$ cat config.mk
export PLATFORM = sky130hd
export DESIGN_NAME = adc_audio_conditioner_flat
export DESIGN_NICKNAME = d
export VERILOG_FILES = /design/src/rtl/adc_audio_conditioner_if.sv /design/src/rtl/adc_audio_conditioner.sv /design/src/flat_wrapper.sv
export SDC_FILE = /design/constraint.sdc
export NUM_CORES = 1
export LEC_CHECK = 0
export CORE_ASPECT_RATIO = 0.9
export CORE_UTILIZATION = 51
export DETAILED_ROUTE_END_ITERATION = 12
export PLACE_DENSITY = 0.71
export RECOVER_POWER = 25
export SYNTH_ARGS = -nofsm -noshare
export SYNTH_HDL_FRONTEND = slang
export SYNTH_SLANG_ARGS = --single-unit
$ cat constraint.sdc
create_clock -name clk -period 5.8 [get_ports clk]
set_input_delay 0.87 -clock clk [delete_from_list [all_inputs] [get_ports clk]]
set_output_delay 0.87 -clock clk [all_outputs]
set_load 0.02 [all_outputs]
$ cat src/rtl/adc_audio_conditioner_if.sv
// Sample-path bundle between the SPI ADC core and the audio conditioner.
// The master side drives the ADC strobe/data and the enable level; the
// slave side (the conditioner) returns the PCM word and its status pulses.
interface adc_audio_conditioner_if;
  logic        enable;
  logic        in_valid;
  logic [11:0] in_sample;
  logic [15:0] out_sample;
  logic        out_valid;
  logic        overrange;
  logic        overrun;

  modport master (
    output enable, in_valid, in_sample,
    input  out_sample, out_valid, overrange, overrun
  );

  modport slave (
    input  enable, in_valid, in_sample,
    output out_sample, out_valid, overrange, overrun
  );
endinterface

$ cat src/rtl/adc_audio_conditioner.sv
// Turns the unsigned 12-bit MCP3202 stream into signed 16-bit PCM:
// offset-binary to two's complement, boxcar decimation, DC removal,
// soft-start gain ramp after enable, and saturation with status pulses.
module adc_audio_conditioner #(
  parameter int AVG_LOG2  = 2,
  parameter int DC_SHIFT  = 10,
  parameter int RAMP_LOG2 = 8
) (
  input  logic                   clk,
  input  logic                   reset,
  adc_audio_conditioner_if.slave audio
);
  localparam int AW = 16 + AVG_LOG2;
  localparam int CW = (AVG_LOG2 > 0) ? AVG_LOG2 : 1;
  localparam int DW = 16 + DC_SHIFT;
  localparam int GW = RAMP_LOG2 + 1;
  localparam int PW = 17 + RAMP_LOG2;
  localparam logic [CW-1:0] CNT_LAST = CW'((1 << AVG_LOG2) - 1);
  localparam logic [GW-1:0] G_UNITY  = GW'(1 << RAMP_LOG2);

  typedef enum logic [2:0] {S_OFF, S_ACCUM, S_FILTER, S_SCALE, S_EMIT} state_t;

  state_t               state_q, state_d;
  logic signed [AW-1:0] acc_q, acc_d;
  logic [CW-1:0]        cnt_q, cnt_d;
  logic signed [15:0]   avg_q, avg_d;
  logic signed [DW-1:0] dc_acc_q, dc_acc_d;
  logic signed [16:0]   hp_q, hp_d;
  logic signed [15:0]   y_q, y_d;
  logic                 clip_q, clip_d;
  logic [GW-1:0]        g_q, g_d;
  logic [15:0]          out_sample_q, out_sample_d;
  logic                 out_valid_q, out_valid_d;
  logic                 overrange_q, overrange_d;
  logic                 overrun_q, overrun_d;

  logic signed [15:0]   x;
  logic signed [AW-1:0] x_ext;
  logic signed [AW-1:0] sum;
  logic signed [15:0]   avg;
  logic                 group_done;
  logic                 handoff;
  logic signed [15:0]   dc;
  logic signed [16:0]   hp_new;
  logic signed [15:0]   hs;
  logic                 hs_clip;
  logic signed [PW-1:0] prod;
  logic signed [15:0]   y;
  logic                 unused_prod_bits;

  // Offset binary to two's complement: flipping the MSB moves 0x800 to zero.
  assign x     = {~audio.in_sample[11], audio.in_sample[10:0], 4'b0000};
  assign x_ext = AW'(x);
  assign sum   = acc_q + x_ext;
  // Arithmetic shift by AVG_LOG2 is just the upper 16 bits of the sum.
  assign avg   = sum[AW-1:AVG_LOG2];

  assign group_done = (cnt_q == CNT_LAST);
  assign handoff    = audio.in_valid && group_done;

  // DC estimate is the tracker's integer part; hp uses it before the update.
  assign dc     = dc_acc_q[DW-1:DC_SHIFT];
  assign hp_new = 17'(avg_q) - 17'(dc);

  // Clip the 17-bit high-pass result into the 16-bit PCM range.
  always_comb begin
    hs      = hp_q[15:0];
    hs_clip = 1'b0;
    if (hp_q > 17'sd32767) begin
      hs      = 16'sh7FFF;
      hs_clip = 1'b1;
    end else if (hp_q < -17'sd32768) begin
      hs      = 16'sh8000;
      hs_clip = 1'b1;
    end
  end

  // Gain is g / 2^RAMP_LOG2; g = 2^RAMP_LOG2 passes hs through unchanged.
  assign prod = PW'(hs) * PW'($signed({1'b0, g_q}));
  assign y    = prod[RAMP_LOG2 +: 16];
  assign unused_prod_bits = ^{prod[PW-1], prod[RAMP_LOG2-1:0]};

  // Next-state and datapath decisions for the whole pipeline.
  always_comb begin
    state_d      = state_q;
    acc_d        = acc_q;
    cnt_d        = cnt_q;
    avg_d        = avg_q;
    dc_acc_d     = dc_acc_q;
    hp_d         = hp_q;
    y_d          = y_q;
    clip_d       = clip_q;
    g_d          = g_q;
    out_sample_d = out_sample_q;
    out_valid_d  = 1'b0;
    overrange_d  = 1'b0;
    overrun_d    = 1'b0;

    if (!audio.enable || state_q == S_OFF) begin
      // Off (or leaving for off): in-flight work is abandoned and the ramp
      // restarts; the DC tracker and the last output word are kept.
      acc_d   = '0;
      cnt_d   = '0;
      g_d     = '0;
      state_d = audio.enable ? S_ACCUM : S_OFF;
    end else begin
      // Decimation runs independently of where the pipeline is.
      if (audio.in_valid) begin
        if (group_done) begin
          acc_d = '0;
          cnt_d = '0;
        end else begin
          acc_d = sum;
          cnt_d = cnt_q + 1'b1;
        end
      end

      case (state_q)
        S_ACCUM: begin
          if (handoff) begin
            avg_d   = avg;
            state_d = S_FILTER;
          end
        end
        S_FILTER: begin
          hp_d     = hp_new;
          dc_acc_d = dc_acc_q + DW'(hp_new);
          state_d  = S_SCALE;
        end
        S_SCALE: begin
          y_d     = y;
          clip_d  = hs_clip;
          state_d = S_EMIT;
        end
        S_EMIT: begin
          out_sample_d = y_q;
          out_valid_d  = 1'b1;
          overrange_d  = clip_q;
          if (g_q < G_UNITY) begin
            g_d = g_q + 1'b1;
          end
          state_d = S_ACCUM;
        end
        default: state_d = S_OFF;
      endcase

      // A group finishing while the pipeline is busy has nowhere to go.
      if (handoff && state_q != S_ACCUM) begin
        overrun_d = 1'b1;
      end
    end
  end

  // State and datapath registers with synchronous reset.
  always_ff @(posedge clk) begin
    if (reset) begin
      state_q      <= S_OFF;
      acc_q        <= '0;
      cnt_q        <= '0;
      avg_q        <= '0;
      dc_acc_q     <= '0;
      hp_q         <= '0;
      y_q          <= '0;
      clip_q       <= 1'b0;
      g_q          <= '0;
      out_sample_q <= '0;
      out_valid_q  <= 1'b0;
      overrange_q  <= 1'b0;
      overrun_q    <= 1'b0;
    end else begin
      state_q      <= state_d;
      acc_q        <= acc_d;
      cnt_q        <= cnt_d;
      avg_q        <= avg_d;
      dc_acc_q     <= dc_acc_d;
      hp_q         <= hp_d;
      y_q          <= y_d;
      clip_q       <= clip_d;
      g_q          <= g_d;
      out_sample_q <= out_sample_d;
      out_valid_q  <= out_valid_d;
      overrange_q  <= overrange_d;
      overrun_q    <= overrun_d;
    end
  end

  assign audio.out_sample = out_sample_q;
  assign audio.out_valid  = out_valid_q;
  assign audio.overrange  = overrange_q;
  assign audio.overrun    = overrun_q;
endmodule

$ cat src/flat_wrapper.sv
// flat-port wrapper written by rule: the top's interface ports become plain ports
module adc_audio_conditioner_flat 
#(
  parameter int AVG_LOG2  = 2,
  parameter int DC_SHIFT  = 10,
  parameter int RAMP_LOG2 = 8
)
  (clk, reset, audio_enable, audio_in_valid, audio_in_sample, audio_out_sample, audio_out_valid, audio_overrange, audio_overrun);
  adc_audio_conditioner_if audio_i ();
  input  logic clk;
  input  logic reset;
  input wire logic [$bits(audio_i.enable)-1:0] audio_enable;
  input wire logic [$bits(audio_i.in_valid)-1:0] audio_in_valid;
  input wire logic [$bits(audio_i.in_sample)-1:0] audio_in_sample;
  output wire logic [$bits(audio_i.out_sample)-1:0] audio_out_sample;
  output wire logic [$bits(audio_i.out_valid)-1:0] audio_out_valid;
  output wire logic [$bits(audio_i.overrange)-1:0] audio_overrange;
  output wire logic [$bits(audio_i.overrun)-1:0] audio_overrun;
  assign audio_i.enable = audio_enable;
  assign audio_i.in_valid = audio_in_valid;
  assign audio_i.in_sample = audio_in_sample;
  assign audio_out_sample = audio_i.out_sample;
  assign audio_out_valid = audio_i.out_valid;
  assign audio_overrange = audio_i.overrange;
  assign audio_overrun = audio_i.overrun;
  adc_audio_conditioner #(.AVG_LOG2(AVG_LOG2), .DC_SHIFT(DC_SHIFT), .RAMP_LOG2(RAMP_LOG2)) u_core (.clk(clk), .reset(reset), .audio(audio_i));
endmodule
After elaboration in Yosys (flattened, before gate mapping)
Cells that the tools add are included.
Operators by class
  eq/ne operators: 7
  shift-type cells: 0
  muxes and demuxes: 12
  reduce and logical (&&, ||, !) cells: 12
  divide/modulo/power cells: 0
  $mul: 1
  $add $sub $neg: 5
  $lt $le $gt $ge: 3
  bitwise gates (word level): 3
Operators by type and width (count)
  two-way mux 16 bit: 2
  adder 26 x 17 -> 26 bit: 1
  multiplier 16 x 10 -> 24 bit: 1
  adder 18 x 16 -> 18 bit: 1
  two-way mux 18 bit: 1
  greater-than comparator 17 x 16 -> 1 bit, second input constant: 1
  < comparator 17 x 16 -> 1 bit, second input constant: 1
  subtractor 16 x 16 -> 17 bit: 1
  case mux 3 bit (4 select lines): 1
  adder 9 x 1 -> 9 bit, second input constant: 1
  < comparator 9 bit, second input constant: 1
  AND reduction 2 bit: 4
  equality test 3 x 2 -> 1 bit, second input constant: 2
  two-way mux 3 bit: 2
  != test 3 x 1 -> 1 bit, second input constant: 2
  two-way mux 1 bit: 5
  equality test 3 x 1 -> 1 bit, second input constant: 1
  equality test 3 bit, second input constant: 1
  zero test 3 bit: 1
  inverter 1 bit: 3
  AND reduction 3 bit: 1
  OR reduction 3 bit: 1
  adder 2 x 1 -> 2 bit, second input constant: 1
  equality test 2 bit, second input constant: 1
  5 further kinds: 6
Word-level totals
  memories: 0
  ROM bits: 0
  memory bits (writable): 0
  input bits: 16
  latch bits: 0
  flip-flop bits (word level): 127
  logic and storage cells: 56

Longest topological paths before layout
  depth after elaboration: 5
  gate-level depth with buffers: 26

Worst setup path before layout
Ideal clock, no wire load.
  path kind: register to register
  from: reg u_core.hp_q[15]
  to: reg u_core.y_q[14]
  data arrival time: 6.183 ns
  period minus slack after synthesis: 6.254 ns
  setup time: 0.071 ns
  stages on the path, launching flop included: 26
  setup slack: -0.454 ns
  path through: dfxtp_1 > clkbuf_1 > clkbuf_1 > maj3_1 > nand2_1 > fa_1 > inv_1 > fa_1 > inv_1 > fa_1 > inv_1 > fa_1 > inv_1 > fa_1 > inv_1 > ha_1 > o21a_1 > o21ai_1 > nand2b_1 > and3_1 > a221o_1 > a311o_1 > a211oi_2 > nand2b_1 > mux2i_1 > o2bb2ai_1
On the way
  word-level cells in the longest chain between the ends: 4
  elaborated cells between the ends (all ways): 5
RTL lines
  start, declared: line adc_audio_conditioner.sv:28  | logic signed [16:0] hp_q, hp_d;
  start signal, assigned: line adc_audio_conditioner.sv:176  | hp_q <= hp_d;
  < comparator 17 x 16 -> 1 bit: line adc_audio_conditioner.sv:72  | end else if (hp_q < -17'sd32768) begin
  two-way mux 16 bit: line adc_audio_conditioner.sv:72
  two-way mux 16 bit (*): line adc_audio_conditioner.sv:69  | if (hp_q > 17'sd32767) begin
  multiplier 16 x 10 -> 24 bit (*): line adc_audio_conditioner.sv:79  | assign prod = PW'(hs) * PW'($signed({1'b0, g_q}));
  end signal, assigned: line adc_audio_conditioner.sv:177  | y_q <= y_d;
  end, declared: line adc_audio_conditioner.sv:29  | logic signed [15:0] y_q, y_d;
Mark *: on every way between the ends. The rest lies on a longest branch, timed or not.
A chain may end at the register's enable or synchronous reset.

Worst setup path after layout
  from: reg u_core.hp_q[16]
  to: reg u_core.y_q[14]
The elaborated chain is that of the path after synthesis.

==> impl.org <==
** Outcome
- The run finished, with violations left.
- The final reports fail on capacitance limit, slew limit, setup timing.

** Worst setup path
- Flop-to-flop setup slack :: -0.18 ns
- In this run the worst path has a maximum fanout of 6.
- Data on the critical path is required at its endpoint by 6.15 ns.
- The worst register-to-register path begins at u_core.hp_q[16]$_SDFFE_PP0P_.
- Critical-path cell list :: inv_8, maj3_2, and2_4, fa_2, fa_1, inv_1, fa_1, inv_2, fa_1, inv_2, fa_1, inv_2, ha_4, o21a_1, o21ai_1, nand2b_1, and3_1, a221o_1, a311o_1, a211oi_2, nand2b_4, mux2i_1, o2bb2ai_1
- Logic depth of the worst register-to-register path :: 23
- Endpoint kind of the worst setup timing path :: flop
- On the worst path, the slowest cell contributes a delay of about 0.55 ns.
- Slowest stage cell on the critical path :: sky130_fd_sc_hd__fa_1
- First element of the critical path :: u_core.hp_q[16]$_SDFFE_PP0P_
- Cell count along the critical path :: 23
- Number of buffers and inverters on the critical path :: 5
- Cell class contributing the biggest share of worst-path delay :: adder cells
- The endpoint identified for the worst register-to-register timing path is u_core.y_q[14]$_SDFFE_PP0P_.
- Critical Path Start Type :: flop
- Cell repeated most along the worst path :: sky130_fd_sc_hd__fa_1
- Arrival time at the worst endpoint :: ~6.3 ns
- Last element of the critical path :: u_core.y_q[14]$_SDFFE_PP0P_
- The worst setup path is of the reg2reg kind.

** Placed design
- Summed over all nets, the half-perimeter wirelength after detailed placement is 20.2 mm.
- Counting tap cells, the placed design contains a total of 1735 instances.
- Final Wtd Congestion :: just over 0.9
- Input and output buffers added on the ports amount to 34.
- Worst slack at placement :: -0.311 ns

** Clock network
- CTS buffer count :: 17
- CTS tree :: yes
- Count of hold buffers inserted by post-cts repair :: 0
- Clock edge transition at the registers on the reported setup and hold paths :: 0.07 ns
- Max Buffers Root-to-Sink :: 2
- H-tree levels :: 4
- The root buffer cell chosen for the clock tree is sky130_fd_sc_hd__clkbuf_16.
- Clk_lat worst skew :: 0.43 ns
- The tree built by TritonCTS fans out to 121 sinks.

** Synth
- After Yosys synthesis, full adders, half adders and majority gates account for 32.7% of the synthesized area.
- Share of synthesized cell area in and, or, nand and nor gates :: 20.5%
- Number of nets in the synthesized netlist :: 1643
- Summing the areas of all compound-gate instances in the mapped netlist gives 12.6% of the synthesized area.
- The most used flip-flop cell after synthesis is sky130_fd_sc_hd__dfxtp_1.
- Main combinational cell family by area after synthesis :: adder cells
- Proportion of synthesized chip area in sequential cells :: 21.0%
- Synthesis produced 1406 cells.
- Of the total synthesized cell area, the portion taken by XOR and XNOR cells is 5.17%.
- The portion of synthesized area spent on multiplexers is 0.609%.
- Share of flip-flops with an asynchronous set or reset after synthesis :: 0%
- Each instance of the synthesized netlist takes up on average 8.19 sq um.
- Counting distinct cell types in the post-synthesis netlist gives 61.
- Yosys mapped a number of flops with a built-in enable equal to 0.
- The Yosys step of the flow raised 0 warnings.
- Synth Register Bits :: 121
- The synthesized netlist occupies a cell area of 11500 sq um.

** Pwr
- Maximum vdd drop :: roughly 0.00021 V
- For this design the ratio of total power to cell area is 147 nW/um^2.
- For this design the static power due to leakage is 6.22 nW.

** Finish
- Antenna diode instance count :: 0
- Area growth from synthesis to final layout :: 16.9%
- Registers take 2430 sq um.
- Cells with a size suffix above 1 make up 11.7% of the layout.
- Area occupied by multi-input gates :: 8490 sq um
- Layout net count :: around 1700
- Counting the fill cells in the layout gives 1880.
- Leaving out filler cells and counting taps, the final layout contains between 1500 and 2000.

** STA
- In this run the tightest slew margin relative to its limit is -68.9%.
- Fin Clk Skew :: 0.0140 ns
- The number of endpoints with negative hold slack in the final report was 0.
- Minimum period implied by the final worst setup slack :: 5.98 ns
- Worst Tran Pin Value :: roughly 2.5 ns
- Setup violations remaining at the end of the flow were counted as 5.
- Unrepaired setup endpoints after global routing :: yes
- Fin. max-slew vios :: 12
- Final period utilization :: 103%
- Setup slack after layout :: -0.184 ns
- F_max :: 0.167 GHz

** Floorplanning
- The die covers 23200 sq um.
- Top-level port count :: 35
- Starting utilization of the core area :: 52.6%
- In this run the horizontal extent of the chip is roughly 160 microns.
- Row cnt :: approximately 50
- After floorplanning, the core was sized to cover 21900 sq um.
- Floorplan die height :: 145 microns

** GRT
- Maximum number of pins on one net before global-route repair :: 91
- Across every metal layer, demand over resource in global routing totals approximately 25%.
- Antenna violations before repair :: 0
- Grt ovf :: 0
- Via count of the first global-routing pass :: 9476
- The first global-routing pass estimated 45.6 mm of wire.

** Drt
- After detailed routing, the total wire length is 27.3 mm.
- In the routed design, unresolved DRC markers number 0.
- Average wire length per cell after detail routing :: 15.3 microns
- The first detailed-routing pass ran for 5 iterations.
- Detailed routing inserted a total of 9496 vias.
- In the routed layout, each cell is associated on average with a via count of 5.33.
- The count of nets left with antenna violations once routing finished came out at 0.
- 1st-iter DRT viols :: 516

** Worst hold path
- The worst hold path belongs to the class reg2reg.

** Job
- Max capacitance violation total :: 1
timing repair:
item	4_1_cts	5_1_grt
gates cloned	1	0
endpoints found under the setup margin	11	15
gates resized for setup	22	33
setup buffers	12	4
pin swaps	13	46
metrics by stage:
step	hold slack, ns	TNS [ns]	total power [mW]	utilization, %	area [sq um]
after floorplan	0.429	0	0.891	-	11600
after global placement	0.442	-0.567	0.913	57.2	12500
after detailed placement	0.453	-1.42	0.913	57.2	12500
after CTS	0.462	-0.215	1.99	60.7	13300
after global routing	0.480	-2.24	2.04	61.5	13500
final	0.460	-0.441	1.98	61.5	13500
cells by family after synthesis:
family,Yosys count
XOR/XNOR,68
adder cells (fa/ha/maj),234
flip-flops,121
buffers and inverters,224
AND/OR/NAND/NOR,513
AO/OA/AOI/OAI,239
multiplexers,7
placed cells by master, fill, tap and decap left out, types with 17 or more instances in the layout:
cell,netlist,final
sky130_fd_sc_hd__nor2b_1,18,17
sky130_fd_sc_hd__clkdlybuf4s50_1,0,31
sky130_fd_sc_hd__inv_1,164,158
sky130_fd_sc_hd__buf_4,1,68
sky130_fd_sc_hd__a21o_1,19,19
sky130_fd_sc_hd__nor2_1,96,92
sky130_fd_sc_hd__xnor2_1,50,48
sky130_fd_sc_hd__and2_1,65,60
sky130_fd_sc_hd__fa_1,116,113
sky130_fd_sc_hd__clkbuf_16,0,17
sky130_fd_sc_hd__a21oi_1,120,118
sky130_fd_sc_hd__dfxtp_1,121,119
sky130_fd_sc_hd__nor3_1,24,23
sky130_fd_sc_hd__nand3_1,18,18
sky130_fd_sc_hd__nand2_1,237,234
sky130_fd_sc_hd__ha_1,105,99
sky130_fd_sc_hd__o21ai_0,24,24
Yosys cell counts, drive strengths merged (3+ instances only):
cell	n	area, sq um
nand2b	12	75.1
inv	165	619
ha	105	1310
o21a	14	105
a211oi	15	118
nor3	24	120
buf	3	15.0
nor3b	3	22.5
a211o	3	26.3
nand3	18	90.1
and4	3	26.3
nor2	96	360
o2111ai	3	26.3
xnor2	50	438
or2	3	18.8
nor2b	18	113
clkbuf	56	210
a21oi	120	601
a21o	19	143
o21ai	28	140
nand2	237	890
fa	116	2320
nand4	7	43.8
o21bai	3	22.5
mux2i	7	70.1
nand3b	3	22.5
and2	65	407
maj3	13	133
or3	6	37.5
o31ai	6	45.0
dfxtp	121	2420
and3	9	56.3
a31oi	6	37.5
xor2	18	158
sequential cells by signal, indices dropped and copies added (netlist names), 2 cells and up:
name and count:
u_core.acc_q 14, u_core.audio.out_sample 16, u_core.avg_q 14, u_core.cnt_q 2, u_core.dc_acc_q 26, u_core.g_q 9
u_core.hp_q 17, u_core.state_q 3, u_core.y_q 16
power breakdown:
part	internal [mW]	switching (mW)
Sequential	0.832	0.00123
Combinational	0.0238	0.0369
Clock	0.640	0.446
worst min path at each step:
stage                                               end                                     start  cells past startpoint
2_1_floorplan  u_core.audio.out_sample[15]$_SDFFE_PP0P_               u_core.y_q[15]$_SDFFE_PP0P_                      2
3_3_place_gp                u_core.y_q[10]$_SDFFE_PP0P_               u_core.y_q[10]$_SDFFE_PP0P_                      2
4_1_cts                 u_core.dc_acc_q[5]$_SDFFE_PP0P_           u_core.dc_acc_q[5]$_SDFFE_PP0P_                      2
3_5_place_dp   u_core.audio.out_sample[10]$_SDFFE_PP0P_  u_core.audio.out_sample[10]$_SDFFE_PP0P_                      2
6_report        u_core.audio.out_sample[8]$_SDFFE_PP0P_   u_core.audio.out_sample[8]$_SDFFE_PP0P_                      2
5_1_grt        u_core.audio.out_sample[10]$_SDFFE_PP0P_  u_core.audio.out_sample[10]$_SDFFE_PP0P_                      2
worst reg2reg max path, cell delays in order, from the launching register on:
cell and delay [ns]:
sky130_fd_sc_hd__dfxtp_4 0.40, sky130_fd_sc_hd__inv_8 0.05, sky130_fd_sc_hd__maj3_2 0.38, sky130_fd_sc_hd__and2_4 0.19
sky130_fd_sc_hd__fa_2 0.36, sky130_fd_sc_hd__fa_1 0.48, sky130_fd_sc_hd__inv_1 0.05, sky130_fd_sc_hd__fa_1 0.50
sky130_fd_sc_hd__inv_2 0.04, sky130_fd_sc_hd__fa_1 0.55, sky130_fd_sc_hd__inv_2 0.04, sky130_fd_sc_hd__fa_1 0.51
sky130_fd_sc_hd__inv_2 0.05, sky130_fd_sc_hd__ha_4 0.23, sky130_fd_sc_hd__o21a_1 0.18, sky130_fd_sc_hd__o21ai_1 0.11
sky130_fd_sc_hd__nand2b_1 0.08, sky130_fd_sc_hd__and3_1 0.15, sky130_fd_sc_hd__a221o_1 0.37, sky130_fd_sc_hd__a311o_1 0.35
sky130_fd_sc_hd__a211oi_2 0.31, sky130_fd_sc_hd__nand2b_4 0.20, sky130_fd_sc_hd__mux2i_1 0.20, sky130_fd_sc_hd__o2bb2ai_1 0.12
per-layer routing:
metal | wire length (microns) | track usage [%] | up-vias
met5 | 0 | 0 | -
met4 | 334 | 6.07 | 0
met3 | 984 | 3.64 | 30
met2 | 12900 | 41.8 | 190
met1 | 13100 | 33.3 | 4555
li1 | - | - | 4721
cell type report:
cell class	instances	share of cell area, %
multi-input cells	1061	63.0
flip-flops and latches	121	18.0
repair buffers	112	7.13
inverters	165	4.66
clock buffers	17	3.16
well taps	291	2.70
clock inverters	15	1.21
repair inverters	1	0.0465
(Power assumes the default switching activity.)
